$ cat src/rtl/wb_dbg_master.sv
// UART-byte-driven Wishbone classic master: 01/02 opcode, 4 address bytes, 4 write-data bytes.
// Optional bus timeout via `WB_DBG_TIMEOUT_EN (NAK 0x15 after timeout_cycles without ack/err).
module wb_dbg_master #(
  parameter int unsigned timeout_cycles = 1024
) (
  input  logic        clk,
  input  logic        reset,
  input  logic [7:0]  rx_data,
  input  logic        rx_avail,
  output logic        rx_ack,
  output logic [7:0]  tx_data,
  output logic        tx_wr,
  input  logic        tx_busy,
  output logic [31:0] wb_adr_o,
  output logic [31:0] wb_dat_o,
  input  logic [31:0] wb_dat_i,
  output logic [3:0]  wb_sel_o,
  output logic        wb_we_o,
  output logic        wb_cyc_o,
  output logic        wb_stb_o,
  input  logic        wb_ack_i,
  input  logic        wb_err_i
);

  localparam logic [2:0] IDLE  = 3'd0;
  localparam logic [2:0] ADDR  = 3'd1;
  localparam logic [2:0] WDATA = 3'd2;
  localparam logic [2:0] BUS   = 3'd3;
  localparam logic [2:0] RESP  = 3'd4;

  localparam logic [7:0] RSP_ACK = 8'h06;
  localparam logic [7:0] RSP_NAK = 8'h15;

  logic [2:0]  state_q, state_d;
  logic        we_q, we_d;
  logic [1:0]  cnt_q, cnt_d;
  logic [1:0]  last_q, last_d;
  logic [31:0] adr_q, adr_d;
  logic [31:0] dat_q, dat_d;
  logic        cyc_q, cyc_d;
  logic [3:0]  sel_q, sel_d;
  logic [31:0] rsp_q, rsp_d;
  logic [7:0]  tx_data_q, tx_data_d;
  logic        tx_wr_q, tx_wr_d;
  logic        rx_ack_q, rx_ack_d;
  logic        hold_q, hold_d;
  logic [7:0]  byte_q, byte_d;
  logic        accept, take, term, tmo_hit;

`ifdef WB_DBG_TIMEOUT_EN
  localparam int TW = $clog2(timeout_cycles + 1);
  logic [TW-1:0] tmo_q, tmo_d;
  assign tmo_hit = (tmo_q == TW'(timeout_cycles - 1));
`else
  assign tmo_hit = 1'b0;
`endif

  always_comb begin
    state_d   = state_q;
    we_d      = we_q;
    cnt_d     = cnt_q;
    last_d    = last_q;
    adr_d     = adr_q;
    dat_d     = dat_q;
    cyc_d     = cyc_q;
    sel_d     = sel_q;
    rsp_d     = rsp_q;
    tx_data_d = tx_data_q;
    tx_wr_d   = 1'b0;
    term      = 1'b0;

    // One byte per rx_avail assertion: hold_q blocks re-taking a byte the UART keeps presenting.
    accept   = (state_q == IDLE) || (state_q == ADDR) || (state_q == WDATA);
    take     = accept && rx_avail && !rx_ack_q && !hold_q;
    rx_ack_d = take;
    hold_d   = rx_avail && (hold_q || take);
    byte_d   = take ? rx_data : byte_q;

    // The byte captured on the take cycle is acted on during the rx_ack pulse.
    case (state_q)
      IDLE: if (rx_ack_q) begin
        cnt_d = 2'd0;
        if (byte_q == 8'h01) begin
          we_d    = 1'b1;
          state_d = ADDR;
        end else if (byte_q == 8'h02) begin
          we_d    = 1'b0;
          state_d = ADDR;
        end
      end
      ADDR: if (rx_ack_q) begin
        adr_d = {adr_q[23:0], byte_q};
        cnt_d = cnt_q + 2'd1;
        if (cnt_q == 2'd3) begin
          if (we_q) state_d = WDATA;
          else begin
            state_d = BUS;
            cyc_d   = 1'b1;
            sel_d   = 4'hF;
          end
        end
      end
      WDATA: if (rx_ack_q) begin
        dat_d = {dat_q[23:0], byte_q};
        cnt_d = cnt_q + 2'd1;
        if (cnt_q == 2'd3) begin
          state_d = BUS;
          cyc_d   = 1'b1;
          sel_d   = 4'hF;
        end
      end
      BUS: begin
        if (wb_err_i) begin
          term   = 1'b1;
          rsp_d  = {RSP_NAK, 24'h0};
          last_d = 2'd0;
        end else if (wb_ack_i) begin
          term = 1'b1;
          if (we_q) begin
            rsp_d  = {RSP_ACK, 24'h0};
            last_d = 2'd0;
          end else begin
            rsp_d  = wb_dat_i;
            last_d = 2'd3;
          end
        end else if (tmo_hit) begin
          term   = 1'b1;
          rsp_d  = {RSP_NAK, 24'h0};
          last_d = 2'd0;
        end
        if (term) begin
          cyc_d   = 1'b0;
          sel_d   = 4'h0;
          cnt_d   = 2'd0;
          state_d = RESP;
        end
      end
      RESP: if (!tx_busy && !tx_wr_q) begin
        tx_wr_d   = 1'b1;
        tx_data_d = rsp_q[31:24];
        rsp_d     = {rsp_q[23:0], 8'h00};
        cnt_d     = cnt_q + 2'd1;
        if (cnt_q == last_q) state_d = IDLE;
      end
      default: state_d = IDLE;
    endcase

`ifdef WB_DBG_TIMEOUT_EN
    tmo_d = (state_q == BUS && !term) ? tmo_q + 1'b1 : '0;
`endif
  end

  always_ff @(posedge clk) begin
    if (reset) begin
      state_q   <= IDLE;
      we_q      <= 1'b0;
      cnt_q     <= 2'd0;
      last_q    <= 2'd0;
      adr_q     <= 32'h0;
      dat_q     <= 32'h0;
      cyc_q     <= 1'b0;
      sel_q     <= 4'h0;
      rsp_q     <= 32'h0;
      tx_data_q <= 8'h0;
      tx_wr_q   <= 1'b0;
      rx_ack_q  <= 1'b0;
      hold_q    <= 1'b0;
      byte_q    <= 8'h0;
`ifdef WB_DBG_TIMEOUT_EN
      tmo_q     <= '0;
`endif
    end else begin
      state_q   <= state_d;
      we_q      <= we_d;
      cnt_q     <= cnt_d;
      last_q    <= last_d;
      adr_q     <= adr_d;
      dat_q     <= dat_d;
      cyc_q     <= cyc_d;
      sel_q     <= sel_d;
      rsp_q     <= rsp_d;
      tx_data_q <= tx_data_d;
      tx_wr_q   <= tx_wr_d;
      rx_ack_q  <= rx_ack_d;
      hold_q    <= hold_d;
      byte_q    <= byte_d;
`ifdef WB_DBG_TIMEOUT_EN
      tmo_q     <= tmo_d;
`endif
    end
  end

  assign rx_ack   = rx_ack_q;
  assign tx_data  = tx_data_q;
  assign tx_wr    = tx_wr_q;
  assign wb_adr_o = adr_q;
  assign wb_dat_o = dat_q;
  assign wb_sel_o = sel_q;
  assign wb_we_o  = we_q;
  assign wb_cyc_o = cyc_q;
  assign wb_stb_o = cyc_q;

endmodule
$ cat config.mk
export PLATFORM = sky130hd
export DESIGN_NAME = wb_dbg_master
export DESIGN_NICKNAME = d
export VERILOG_FILES = /design/src/rtl/wb_dbg_master.sv
export SDC_FILE = /design/constraint.sdc
export NUM_CORES = 1
export LEC_CHECK = 0
export ABC_AREA = 1
export CAP_MARGIN = 30
export CORE_AREA = 2 2 132 134
export DETAILED_ROUTE_END_ITERATION = 6
export DIE_AREA = 0 0 134 136
export PLACE_DENSITY_LB_ADDON = 0.12
export SYNTH_ARGS = -nofsm -noshare
export SYNTH_HDL_FRONTEND = slang
export SYNTH_SLANG_ARGS = --single-unit
$ cat constraint.sdc
create_clock -name clk -period 4.45 [get_ports clk]
set_clock_uncertainty 0.05 [all_clocks]
set_input_delay 0.6675 -clock clk [delete_from_list [all_inputs] [get_ports clk]]
set_output_delay 0.6675 -clock clk [all_outputs]
set_load 0.01 [all_outputs]
== Word-level counts from Yosys, hierarchy flattened ==
Cells that the tools add are included.
W data, S select, Z words.
Storage, ports and cells
  input port bits: 46
  output and inout port bits: 81
  word-level logic and storage cells: 110
  register bits: 128
Operators by class
  bitwise logic cells: 1
  add/sub/neg operators: 1
  reduce and logical (&&, ||, !) cells: 29
  multiplexer cells: 45
  equal/unequal tests: 20
Operators with widths (number)
  $mux W32: 4
  $pmux W32 S2: 1
  $mux W3: 10
  $mux W4: 6
  $pmux W3 S5: 1
  $mux W2: 7
  $ne A2 B2 Y1 const B: 7
  $mux W1: 13
  $pmux W4 S3: 1
  $reduce_and A9 Y1: 1
  $eq A8 B1 Y1 const B: 1
  $eq A8 B2 Y1 const B: 1
  $pmux W2 S4: 1
  $reduce_and A2 Y1: 4
  $reduce_and A7 Y1: 1
  $eq A3 B2 Y1 const B: 2
  $ne A2 B1 Y1 const B: 3
  $reduce_and A3 Y1: 2
  $reduce_bool A2 Y1: 3
  $logic_and A1 B1 Y1: 5
  $reduce_and A5 Y1: 1
  $logic_not A1 Y1: 4
  $reduce_bool A4 Y1: 1
  $reduce_or A2 Y1: 2
  other kinds (12): 14

== Logic depth before layout (Yosys ltp) ==
  word-level depth: 8
  mapped depth: 10
  depth with buffers taken out: 9

== Least setup slack after synthesis ==
Ideal clock, no wire load.
  path type: input -> register
  start: input reset
  end: register rsp_q[16]
  path slack: 2.709 ns
  arrival time: 1.622 ns
  library setup time: 0.070 ns
  buffers on the path: 3
  cell stages on the path: 6
  required time: 4.330 ns
  cell sequence: buf_2 -> inv_1 -> clkbuf_1 -> clkbuf_1 -> o21ai_0 -> a21oi_1
RTL lines
  start, declared: RTL line 7  | input logic reset,
  end signal, assigned: RTL line 181  | rsp_q <= rsp_d;
  end, declared: RTL line 42  | logic [31:0] rsp_q, rsp_d;

== Worst setup path in the final report ==
  start: input tx_busy
  end: register rsp_q[22]
On the way
  longest elaborated chain between the ends: 4
Ends and longest elaborated chain
  start, declared: RTL line 13  | input logic tx_busy,
  $logic_not A1 Y1: RTL line 138  | RESP: if (!tx_busy && !tx_wr_q) begin
  $logic_and A1 B1 Y1: RTL line 138
  $ne A2 B2 Y1 (no line)
  $reduce_and A3 Y1 (no line)
No other way between the ends.
A chain may end at the register's enable or synchronous reset.

==> flow_summary.json <==
{
  "firstDrtPassIters": 4,
  "ys_ff_latch": 123,
  "maxSlewViolCount": 0,
  "ys_types": 33,
  "gp_congestion": 0.7935,
  "power_density_nw_per_um2": 423.1,
  "synth_area_um2": 4922,
  "worstPathCellList": "clkdlybuf4s50_1 > nor2_2 > nand2_8 > nand2_4 > inv_2 > a21oi_1 > a21oi_1",
  "place_ws_ns": 1.646,
  "nNetsFinal": 778,
  "status": "complete, no violations",
  "cts-root-buf": "clkbuf_16",
  "rr_endpoint": "rsp_q[22]",
  "critPathKind": "input pin to flop",
  "met1_usage": 0.1945,
  "syn_inst": 626,
  "peakVddDrop_mv": 0.3127,
  "synthToLayoutAreaGrowth_pct": 41.13,
  "ant_nets": 0,
  "cts_tree": "done",
  "cpMostUsedCell": "a21oi_1",
  "met3_usage": 0.03915,
  "grt_remaining_overflow": 0,
  "core_um2": 16880,
  "grtUsageTotal": 0.1463,
  "clock_path_buffers": 2,
  "fin_area_um2": 6947,
  "finalSetupTns_ns": 0,
  "critical_path.max_stage_delay_ns": 0.49,
  "slowest_stage": "nor2_2",
  "clk_latency_ns": 0.41,
  "hp-start": "wb_adr_o[27]",
  "worstMarginPinSlew_ns": 0.7654,
  "cts_resized": 0,
  "grt_max_degree": 50,
  "hold_viol": 0,
  "grt.busiest_layer": "met2",
  "diodes": 0,
  "crit_arrival_ns": 2.64,
  "crit_path_end_kind": "flop",
  "period_needed_ns": 2.397,
  "maxCapViolations": 0,
  "leakagePower_nw": 2.629,
  "finalSetupViolations": 0,
  "netlist.area_leader.share": 0.5003,
  "worstRegToRegCells": 7,
  "stdcell_count": 969,
  "required_ns": 4.69,
  "rsz0062_at_grt": "false",
  "yosysSeqAreaShare": 0.5003,
  "synth_nets": 673,
  "totalPowerFinal_mw": 2.939,
  "design.die.area_um2": 18220,
  "grt_pass1_wl_um": 21290,
  "worstSetupStartpointType": "input pin",
  "row_count": 48,
  "post_cts_buffers": 0,
  "wl_per_cell_um": 13.72,
  "slew-limit-headroom": 0.4885,
  "dp_cells": 937,
  "rr_startpoint": "state_q[2]",
  "die_y_um": 136,
  "cts.sinks": 123,
  "synth_top_area_cell": "dfxtp_1",
  "clkTransAtPathRegs_ns": 0.06,
  "fp.dieW_um": 134,
  "drive_above_1_share": 0.08602,
  "timing.final.ws_setup_ns": 2.053,
  "hold_depth": 2,
  "reg2reg_slack_ns": 2.16,
  "initial_core_util": 0.2917,
  "via_count": 4396,
  "antenna_found_initial": 0,
  "crit_fanout": 49,
  "synthesis.yosys.warnings": 0,
  "fmax_ghz": 0.4173,
  "first_global_vias": 4215,
  "numPortBuffers": 126,
  "avgSynthCellArea_um2": 7.863,
  "min_path_type": "flop to flop",
  "dpl_cell_area_um2": 6287,
  "fin_crit_sh": 0.5385,
  "via_per_inst": 4.537,
  "cts_hold_buf": 0,
  "hpwl_um": 9031,
  "hold_end": "wb_adr_o[27]",
  "numCtsBuffers": 17,
  "drt_iter0_drc": 198,
  "drc_errors": 0,
  "yosys-top-cells-area": "dfxtp_1, a21oi_1, o21ai_0, nor2_1, nand2_1",
  "grtUsageMet2": 0.2330,
  "htree_levels": 4,
  "pin_count": 127,
  "routed_wl_um": 13300
}
==> critical path, delay by kind of cell <==
family | cells | cell delay [ns]
buffers and inverters | 2 | 0.66
AO/OA/AOI/OAI | 2 | 0.26
AND/OR/NAND/NOR | 3 | 1.01
==> cell usage after synthesis (all sizes together) <==
cell type  instances
a21boi             1
a21oi            101
a22oi             14
a31oi              1
buf               27
clkbuf            18
dfxtp            123
ha                 1
inv               56
nand2             60
nand3             33
nand4              2
nor2              89
nor3               2
o21ai             96
o22ai              1
xor2               1
==> metal layers <==
metal	vias to the layer above	share of wire
met1	1993	0.49
met4	0	0.011
met2	108	0.46
met3	9	0.044
met5	-	0
li1	2286	-
==> stage by stage <==
| step | hold WS (ns) | utilization |
|---|---|---|
| floorplan | 0.3939 | - |
| global placement | 0.3807 | 0.3693 |
| detailed placement | 0.3863 | 0.3726 |
| CTS | 0.3954 | 0.4116 |
| global route | 0.4129 | 0.4116 |
| finish | 0.3898 | 0.4116 |
==> cell type report <==
| cell class | instances | area (um^2) |
|---|---|---|
| clock inverters | 14 | 220.2 |
| fillers | 1724 | 9930 |
| multi-input cells | 402 | 1992 |
| inverters | 56 | 212.7 |
| flip-flops and latches | 123 | 2462 |
| clock buffers | 18 | 439.2 |
| well taps | 225 | 281.5 |
| repair buffers | 131 | 1339 |
==> power breakdown <==
part           total (mW)  switching [mW]  internal, mW
Clock                1.53           0.522          1.01
Sequential           1.15          0.0249          1.13
Combinational       0.253           0.133         0.120
==> cell families after synthesis <==
family                     synth area share
adders and majority gates          0.002542
DFF                                  0.5003
and+or+nand+nor                      0.1706
AOI/OAI and AO/OA                    0.2288
buffers and inverters               0.09608
xor gates and xnor gates           0.001780
==> sequential cells by signal (all words and copies together), names as in the netlist, 2 cells and up <==
register,cells
byte_q,8
cnt_q,2
rsp_q,32
state_q,3
tx_data,8
wb_adr_o,32
wb_dat_o,32
==> placed cells by master, fill, tap and decap left out, drive strengths merged, types with 14 or more instances in the layout <==
cell / n
a22oi: 14
clkbuf: 18
clkdlybuf4s50: 126
nor2: 89
dfxtp: 123
a21oi: 101
o21ai: 96
nand2: 60
nand3: 33
inv: 56
==> how the worst max path moves through the flow <==
stage / startpoint / to / slack [ns]
2_1_floorplan: reset / rsp_q[16] / 2.71
3_3_place_gp: wb_err_i / rsp_q[26] / 1.68
3_5_place_dp: tx_busy / rsp_q[30] / 1.65
4_1_cts: tx_busy / rsp_q[22] / 2.07
5_1_grt: tx_busy / rsp_q[23] / 1.84
6_report: tx_busy / rsp_q[22] / 2.05
Note: power is estimated with default switching activity, not from simulation.
